**config.mk**
```make
export PLATFORM = sky130hd
export DESIGN_NAME = plic_claim_ctrl
export DESIGN_NICKNAME = d
export VERILOG_FILES = /design/src/rtl/plic_claim_ctrl.sv
export SDC_FILE = /design/constraint.sdc
export NUM_CORES = 1
export LEC_CHECK = 0
export CORE_MARGIN = 1.5
export CORE_UTILIZATION = 30
export CTS_BUF_LIST = sky130_fd_sc_hd__clkbuf_8
export DETAILED_ROUTE_END_ITERATION = 8
export GPL_TIMING_DRIVEN = 0
export PLACE_DENSITY_LB_ADDON = 0.08
export REMOVE_ABC_BUFFERS = 1
export SLEW_MARGIN = 40
export SYNTH_ARGS = -nofsm -noshare
export SYNTH_HDL_FRONTEND = slang
export SYNTH_SLANG_ARGS = --single-unit
```
**constraint.sdc**
```tcl
create_clock -name clk_i -period 10.9 [get_ports clk_i]
set_input_delay 2.725 -clock clk_i [delete_from_list [all_inputs] [get_ports clk_i]]
set_output_delay 2.725 -clock clk_i [all_outputs]
set_load 0.02 [all_outputs]
```
**src/rtl/plic_claim_ctrl.sv**
```systemverilog
`default_nettype none
// ============================================================================
// Module   : plic_claim_ctrl
// Brief    : PLIC per-target claim/complete controller with in-service masking
//            and a registered highest-priority selection stage.
// Revision : 1.0
// ============================================================================
module plic_claim_ctrl #(
    parameter int SOURCES       = 8,
    parameter int PRIORITIES    = 7,
    parameter int SOURCES_BITS  = 4,
    parameter int PRIORITY_BITS = 3
) (
    input  logic                               clk_i,
    input  logic                               rst_i,
    input  logic [SOURCES*SOURCES_BITS-1:0]    id_i,
    input  logic [SOURCES*PRIORITY_BITS-1:0]   priority_i,
    input  logic [PRIORITY_BITS-1:0]           threshold_i,
    input  logic                               claim_req_i,
    output logic                               claim_ack_o,
    output logic [SOURCES_BITS-1:0]            claim_id_o,
    output logic [SOURCES-1:0]                 claim_o,
    input  logic                               complete_i,
    input  logic [SOURCES_BITS-1:0]            complete_id_i,
    output logic [SOURCES-1:0]                 complete_o,
    output logic                               irq_o,
    output logic [SOURCES-1:0]                 in_service_o
);

    typedef enum logic [0:0] {
        ST_IDLE = 1'b0,
        ST_ACK  = 1'b1
    } state_t;

    localparam logic [PRIORITY_BITS-1:0] C_MAX_PRI = PRIORITY_BITS'(PRIORITIES);

    state_t                     r_state;
    logic [SOURCES_BITS-1:0]    r_best_id;
    logic [PRIORITY_BITS-1:0]   r_best_pri;
    logic                       r_irq;
    logic                       r_claim_ack;
    logic [SOURCES_BITS-1:0]    r_claim_id;
    logic [SOURCES-1:0]         r_claim;
    logic [SOURCES-1:0]         r_complete;
    logic [SOURCES-1:0]         r_in_service;

    logic [SOURCES_BITS-1:0]    w_best_id;
    logic [PRIORITY_BITS-1:0]   w_best_pri;
    logic                       w_masked;
    logic [SOURCES_BITS-1:0]    w_cap_id;
    logic [SOURCES-1:0]         w_claim_oh;
    logic [SOURCES-1:0]         w_comp_oh;
    logic [SOURCES-1:0]         w_set;
    logic [SOURCES-1:0]         w_clr;

    // Ascending scan with strict compare keeps the lowest ID on priority ties.
    always_comb begin
        w_best_id  = '0;
        w_best_pri = '0;
        for (int k = 0; k < SOURCES; k++) begin
            if ((id_i[k*SOURCES_BITS +: SOURCES_BITS] != '0) && !r_in_service[k] &&
                (priority_i[k*PRIORITY_BITS +: PRIORITY_BITS] > w_best_pri)) begin
                w_best_pri = priority_i[k*PRIORITY_BITS +: PRIORITY_BITS];
                w_best_id  = SOURCES_BITS'(k + 1);
            end
        end
    end

    assign w_masked = (threshold_i >= C_MAX_PRI);
    assign w_cap_id = (!w_masked && (r_best_pri > threshold_i)) ? r_best_id : '0;

    // ID 0 and IDs above SOURCES decode to an empty mask.
    always_comb begin
        w_claim_oh = '0;
        w_comp_oh  = '0;
        for (int k = 0; k < SOURCES; k++) begin
            w_claim_oh[k] = (w_cap_id == SOURCES_BITS'(k + 1));
            w_comp_oh[k]  = (complete_id_i == SOURCES_BITS'(k + 1));
        end
    end

    assign w_set = ((r_state == ST_IDLE) && claim_req_i) ? w_claim_oh : '0;
    assign w_clr = complete_i ? (w_comp_oh & r_in_service) : '0;

    always_ff @(posedge clk_i or posedge rst_i) begin
        if (rst_i) begin
            r_state      <= ST_IDLE;
            r_best_id    <= '0;
            r_best_pri   <= '0;
            r_irq        <= 1'b0;
            r_claim_ack  <= 1'b0;
            r_claim_id   <= '0;
            r_claim      <= '0;
            r_complete   <= '0;
            r_in_service <= '0;
        end else begin
            r_best_id    <= w_best_id;
            r_best_pri   <= w_best_pri;
            r_irq        <= !w_masked && (w_best_pri > threshold_i);
            r_in_service <= (r_in_service | w_set) & ~w_clr;
            r_complete   <= w_clr;
            case (r_state)
                ST_IDLE: begin
                    r_claim_ack <= 1'b0;
                    r_claim     <= '0;
                    if (claim_req_i) begin
                        r_state     <= ST_ACK;
                        r_claim_ack <= 1'b1;
                        r_claim_id  <= w_cap_id;
                        r_claim     <= w_claim_oh;
                    end
                end
                ST_ACK: begin
                    r_state     <= ST_IDLE;
                    r_claim_ack <= 1'b0;
                    r_claim     <= '0;
                end
                default: begin
                    r_state     <= ST_IDLE;
                    r_claim_ack <= 1'b0;
                    r_claim     <= '0;
                end
            endcase
        end
    end

    assign claim_ack_o  = r_claim_ack;
    assign claim_id_o   = r_claim_id;
    assign claim_o      = r_claim;
    assign complete_o   = r_complete;
    assign irq_o        = r_irq;
    assign in_service_o = r_in_service;

endmodule
`default_nettype wire

```
Word level (Yosys, flattened, before mapping)
Cells that the tools add are included.
{"block": "totals", "output_inout_bits": 30, "regBits": 37, "elab_cells": 100}
{"block": "op_classes", "order_cmp": 11, "reduce_logical": 37, "n_bitwise": 5, "eq_ne": 16, "mux": 23}
{"operator": "$eq A4 B3 Y1 const B", "count": 8}
{"operator": "$mux W4", "count": 8}
{"operator": "$reduce_bool A4 Y1", "count": 8}
{"operator": "$gt A3 B3 Y1", "count": 9}
{"operator": "$mux W3", "count": 8}
{"operator": "$mux W8", "count": 3}
{"operator": "$logic_and A1 B1 Y1", "count": 19}
{"operator": "$and A8 B8 Y8", "count": 2}
{"operator": "$eq A4 B2 Y1 const B", "count": 4}
{"operator": "$pmux W8 S2", "count": 1}
{"operator": "$logic_not A1 Y1", "count": 9}
{"operator": "$eq A4 B1 Y1 const B", "count": 2}
{"operator": "$eq A4 B4 Y1 const B", "count": 2}
{"operator": "$not A8 Y8", "count": 1}
{"operator": "$or A8 B8 Y8", "count": 1}
{"operator": "$ge A3 B3 Y1 const B", "count": 1}
{"operator": "$gt A3 B1 Y1 const B", "count": 1}
{"operator": "$mux W1", "count": 2}
{"operator": "$pmux W1 S2", "count": 1}
{"operator": "$reduce_and A2 Y1", "count": 1}
{"operator": "$not A1 Y1", "count": 1}

Depth between registers and ports, before layout
{"block": "logic_depth", "depth_word": 27, "ltp_mapped": 50, "ltp_nobuf": 50}

Least setup slack after synthesis
OpenSTA, ideal clock, no wires.
{"block": "synth_path", "path_type": "input port to flip-flop", "from": "in id_i[1]", "to": "reg r_irq (netlist: irq_o)", "setup_slack_ns": -1.740, "setup_time_ns": 0.099, "n_path_buf": 0, "arrival_ns": 12.541, "stages": 46, "cell_sequence": "nor4_1 nor2_1 nand2_1 ha_1 nor2b_4 o21a_4 o2111ai_1 o21a_4 ha_1 nor2b_1 o21a_1 o211ai_2 mux2_2 ha_1 and3_2 o311ai_4 and2_2 mux2_2 [10 not listed] ha_1 nor2_1 a221oi_1 nor4_2 nor2_2 mux2_1 ha_1 a31oi_1 o41ai_1 a21oi_2 nor2_1 o21a_2 a211o_1 ha_1 inv_1 a21o_1 a21oi_1 a311oi_1"}
{"block": "synth_between", "elab_chain_cells": 27}
{"element": "from (decl)", "line": "16", "rtl": "input logic [SOURCES*SOURCES_BITS-1:0] id_i,"}
{"element": "$reduce_bool A4 Y1 *", "line": "61", "rtl": "if ((id_i[k*SOURCES_BITS +: SOURCES_BITS] != '0) && !r_in_service[k] &&"}
{"element": "$logic_and A1 B1 Y1 * (2 in series)", "line": "61"}
{"element": "$mux W3 *", "line": "61"}
{"element": "$gt A3 B3 Y1", "line": "62", "rtl": "(priority_i[k*PRIORITY_BITS +: PRIORITY_BITS] > w_best_pri)) begin"}
{"element": "$logic_and A1 B1 Y1", "line": "61"}
{"element": "$mux W3 *", "line": "61"}
{"element": "$gt A3 B3 Y1", "line": "62"}
{"element": "$logic_and A1 B1 Y1", "line": "61"}
{"element": "[10 not listed]"}
{"element": "$gt A3 B3 Y1", "line": "62"}
{"element": "$logic_and A1 B1 Y1", "line": "61"}
{"element": "$mux W3 *", "line": "61"}
{"element": "$gt A3 B3 Y1", "line": "62"}
{"element": "$logic_and A1 B1 Y1", "line": "61"}
{"element": "$mux W3 *", "line": "61"}
{"element": "$gt A3 B3 Y1 *", "line": "99", "rtl": "r_irq <= !w_masked && (w_best_pri > threshold_i);"}
{"element": "$logic_and A1 B1 Y1 *", "line": "99"}
{"element": "to (signal assigned)", "line": "99"}
{"element": "to (decl)", "line": "40", "rtl": "logic r_irq;"}
Mark *: on every way between the ends. The rest lies on a longest branch, timed or not.
A chain may end at the register's enable or synchronous reset.

Final worst setup path
Same ends and word-level chain as after synthesis.

==> flow_summary_export.csv <==
group,metric,value,unit
run_status,status,"complete, but fails checks",
run_status,failed_checks,"negative setup slack",
setup_path,end_kind,"register",
setup_path,cpMostUsedCell,"ha_4",
floorplanning,die_h,94.2,um
routing,via_per_inst,4.96,
floorplanning,initial_core_util,30.7,%
sta,relSlewSlack,48.3,%
logic_synthesis,synth_edf_count,0,
floorplanning,io_pins,97,
sta,setup_slack,-1040,ps
sta,hold_viol,0,
floorplanning,core,0.00813,mm^2
routing,dr.first_iter.drc_count,70,
cts,cts.sinks,37,
logic_synthesis,yosysWarnings,0,
setup_path,worst_setup_path_start_kind,"primary input",
grt,grt_pass1_wl,11100,um
min_path,hold_class,"reg2reg",
cells_and_area,diodes,0,
power_and_ir_drop,irDropWorstVdd,0.155,mV
logic_synthesis,yosysSeqAreaShare,37.1,%
run,maxCapViolations,0,
power_and_ir_drop,swShare,41.2,%
grt,grt_max_degree,38,
logic_synthesis,synth_area_per_cell,9.90,um^2
cells_and_area,area_delta_synth_final,70.7,%
power_and_ir_drop,power_switching,0.000519,W
grt,grt_pass1_vias,2402,
logic_synthesis,synth_area,0.00249,mm^2
cells_and_area,fin_area,0.00426,mm^2
power_and_ir_drop,p_leak,1.84,nW
sta,rsz0062_at_grt,"yes",
logic_synthesis,synthCells,252,
floorplanning,die_area,0.00887,mm^2
routing,drt_pass1_iterations,4,
place,hpwl,5300,um
power_and_ir_drop,clockPowerShare,8.2,%
cts,cts-hold-fix-buffers,0,
sta,tightestPinTransition,769,ps
setup_path,crit_slowest_cell,"or3_4",
cells_and_area,mostFrequentLayoutCells,"90 x clkdlybuf4s50_1, 37 x dfrtp_1, 23 x nor2_1, 23 x buf_4, 19 x inv_1",
cts,htreeDepth,2,
power_and_ir_drop,p_comb_share,74.6,%
sta,finClkSkew,8.44,ps
power_and_ir_drop,powerDensity,296,mW/mm^2
place,dpl.cell_count,452,
cts,path_clk_slew,60,ps
setup_path,cp.arrival,12140,ps
logic_synthesis,ys_ff_latch,37,
routing,wl_per_cell,14.4,um
routing,totalWireLength,6980,um
sta,min_period,11940,ps
cts,clockBufferDepth,2,
setup_path,max_stage_delay,380,ps
cts,cts_tree,"yes",
logic_synthesis,synth_cell_types,68,
sta,clock.fmax,83.7,MHz
power_and_ir_drop,p_int,0.000742,W
cells_and_area,final_common_cell,"clkdlybuf4s50_1",
logic_synthesis,synth_ff_type,"dfrtp_1",
floorplanning,dieWidth,94.2,um
sta,finalMaxSlewViolations,0,
floorplanning,rows,33,
cts,cts_root_buf,"clkbuf_8",
sta,post-route-period-util,110,%
sta,final-setup-viol-count,8,
cells_and_area,instances_no_fill,486,
setup_path,crit_family,"compound AO/OA/AOI/OAI gates",
cells_and_area,nets,467,
setup_path,cp.required,11090,ps
grt,grt_overflow_total,0,
place,port_buffers,96,
setup_path,crit_buf_inv,4,
place,placed_cell_area,0.00358,mm^2
logic_synthesis,synth_async_sr_flop_share,100,%
cells_and_area,drive_gt1_share,29.9,%
cts,insertion_delay,290,ps
cells_and_area,multi_input_area,0.00185,mm^2
setup_path,crit_fanout,5,
routing,drc,0,
grt,grt_use_total,16.2,%
routing,ant_nets,0,
cells_and_area,fillers,744,
grt,antenna_found_initial,0,
routing,vias,2409,
cells_and_area,seq_area,926,um^2
power_and_ir_drop,power_frac_seq,17.2,%
cts,cts_buffers,5,
place,gp_congestion,0.772,
setup_path,path_class,"in2reg",
## worst register-to-register path, delay by kind of cell, from the launching register on
family          cells  cell delay, ps
flops               1             410
mux                 6            1930
simple gates       12            1740
fa+ha+maj           9            2200
buf+inv             3             290
compound gates     16            3010
## metal layers
layer	GRT usage (%)	up-vias	share of wire, %	wire (um)
li1	-	1191	-	-
met1	19.6	1130	44	3090
met2	28.3	73	49	3410
met3	2.59	15	4.4	307
met4	6.34	0	2.5	172
met5	0	-	0	0
## state kept, by name, summed over array words and instances, names as in the netlist
name	flops
claim_o	8
r_best_pri	3
claim_ack_o	1
r_best_id	4
complete_o	8
irq_o	1
claim_id_o	4
in_service_o	8
## final timing paths
path / start / endpoint / slack [ps] / cells after the start
max in group asynchronous: rst_i / irq_o / 7690 / 2
max: id_i[1] / irq_o / -1040 / 48
min: claim_id_o[0] / claim_id_o[0] / 500 / 2
min in group asynchronous: rst_i / claim_o[2] / 2810 / 2
max reg2reg: in_service_o[0] / irq_o / 1220 / 46
min reg2reg: claim_id_o[0] / claim_id_o[0] / 500 / 2
## power by group through the flow
stage,sequential [W],clock [W],combinational (W)
finish,0.000217,0.000103,0.000941
global route,0.000224,0.000113,0.00102
CTS,0.000218,0.000106,0.000897
detailed placement,0.000220,0,0.000628
global placement,0.000219,0,0.000617
floorplan,0.000237,0,0.000431
## cells in the mapped netlist, types with 3 or more instances
cell      instances  area share (%)
nand2_1          16             2.4
o21ai_1           5             1.0
a22o_1            3             1.1
a31oi_1           4             1.0
a21oi_2           3             1.1
ha_1             20              10
nor2b_1           5             1.3
a21oi_1           5             1.0
nor3b_1           3            0.90
and3_1            9             2.3
nor4_1            7             1.8
o21ai_0           4            0.80
inv_1            22             3.3
nor3_1            6             1.2
nor2_2            3            0.75
nor2_1           28             4.2
mux2_4            3             1.8
dfrtp_1          37              37
a211oi_1          3            0.90
## per-stage QoR
| stage | setup TNS, ps | utilization (%) | hold slack (ps) | worst slack (ps) | power, W |
|---|---|---|---|---|---|
| finish | -3810 | 52.3 | 499 | -1040 | 0.00126 |
| global route | -6050 | 52.3 | 541 | -1350 | 0.00136 |
| CTS | -3500 | 51.5 | 498 | -1080 | 0.00122 |
| detailed placement | -19290 | 44.1 | 481 | -3230 | 0.000848 |
| global placement | -18560 | 44.1 | 479 | -3110 | 0.000836 |
| floorplan | -8170 | - | 510 | -1740 | 0.000668 |
## repair_timing
item | in CTS | in global routing
gates resized for setup | 67 | 14
pin swaps | 39 | 36
hold endpoints to repair | 0 | 0
endpoints found under the setup margin | 8 | 8
gates cloned | 0 | 0
setup buffers | 23 | 3
## cell families (layout without fill, tap and decap cells)
family | after synthesis | after routing | share of synthesized area [%]
compound gates | 59 | 59 | 21.2
mux | 8 | 8 | 3.96
buf+inv | 23 | 152 | 3.46
flops | 37 | 37 | 37.1
fa+ha+maj | 21 | 21 | 10.4
simple gates | 104 | 104 | 23.9
## area by class of cell
type                       count  area share [%]
timing repair buffer         122            27.3
multi-input combinational    192            43.4
tap                          105            3.09
clock buffer                   7            2.26
clock inverter                 1           0.118
inverter                      22            2.03
sequential                    37            21.7
(Power assumes the default switching activity.)
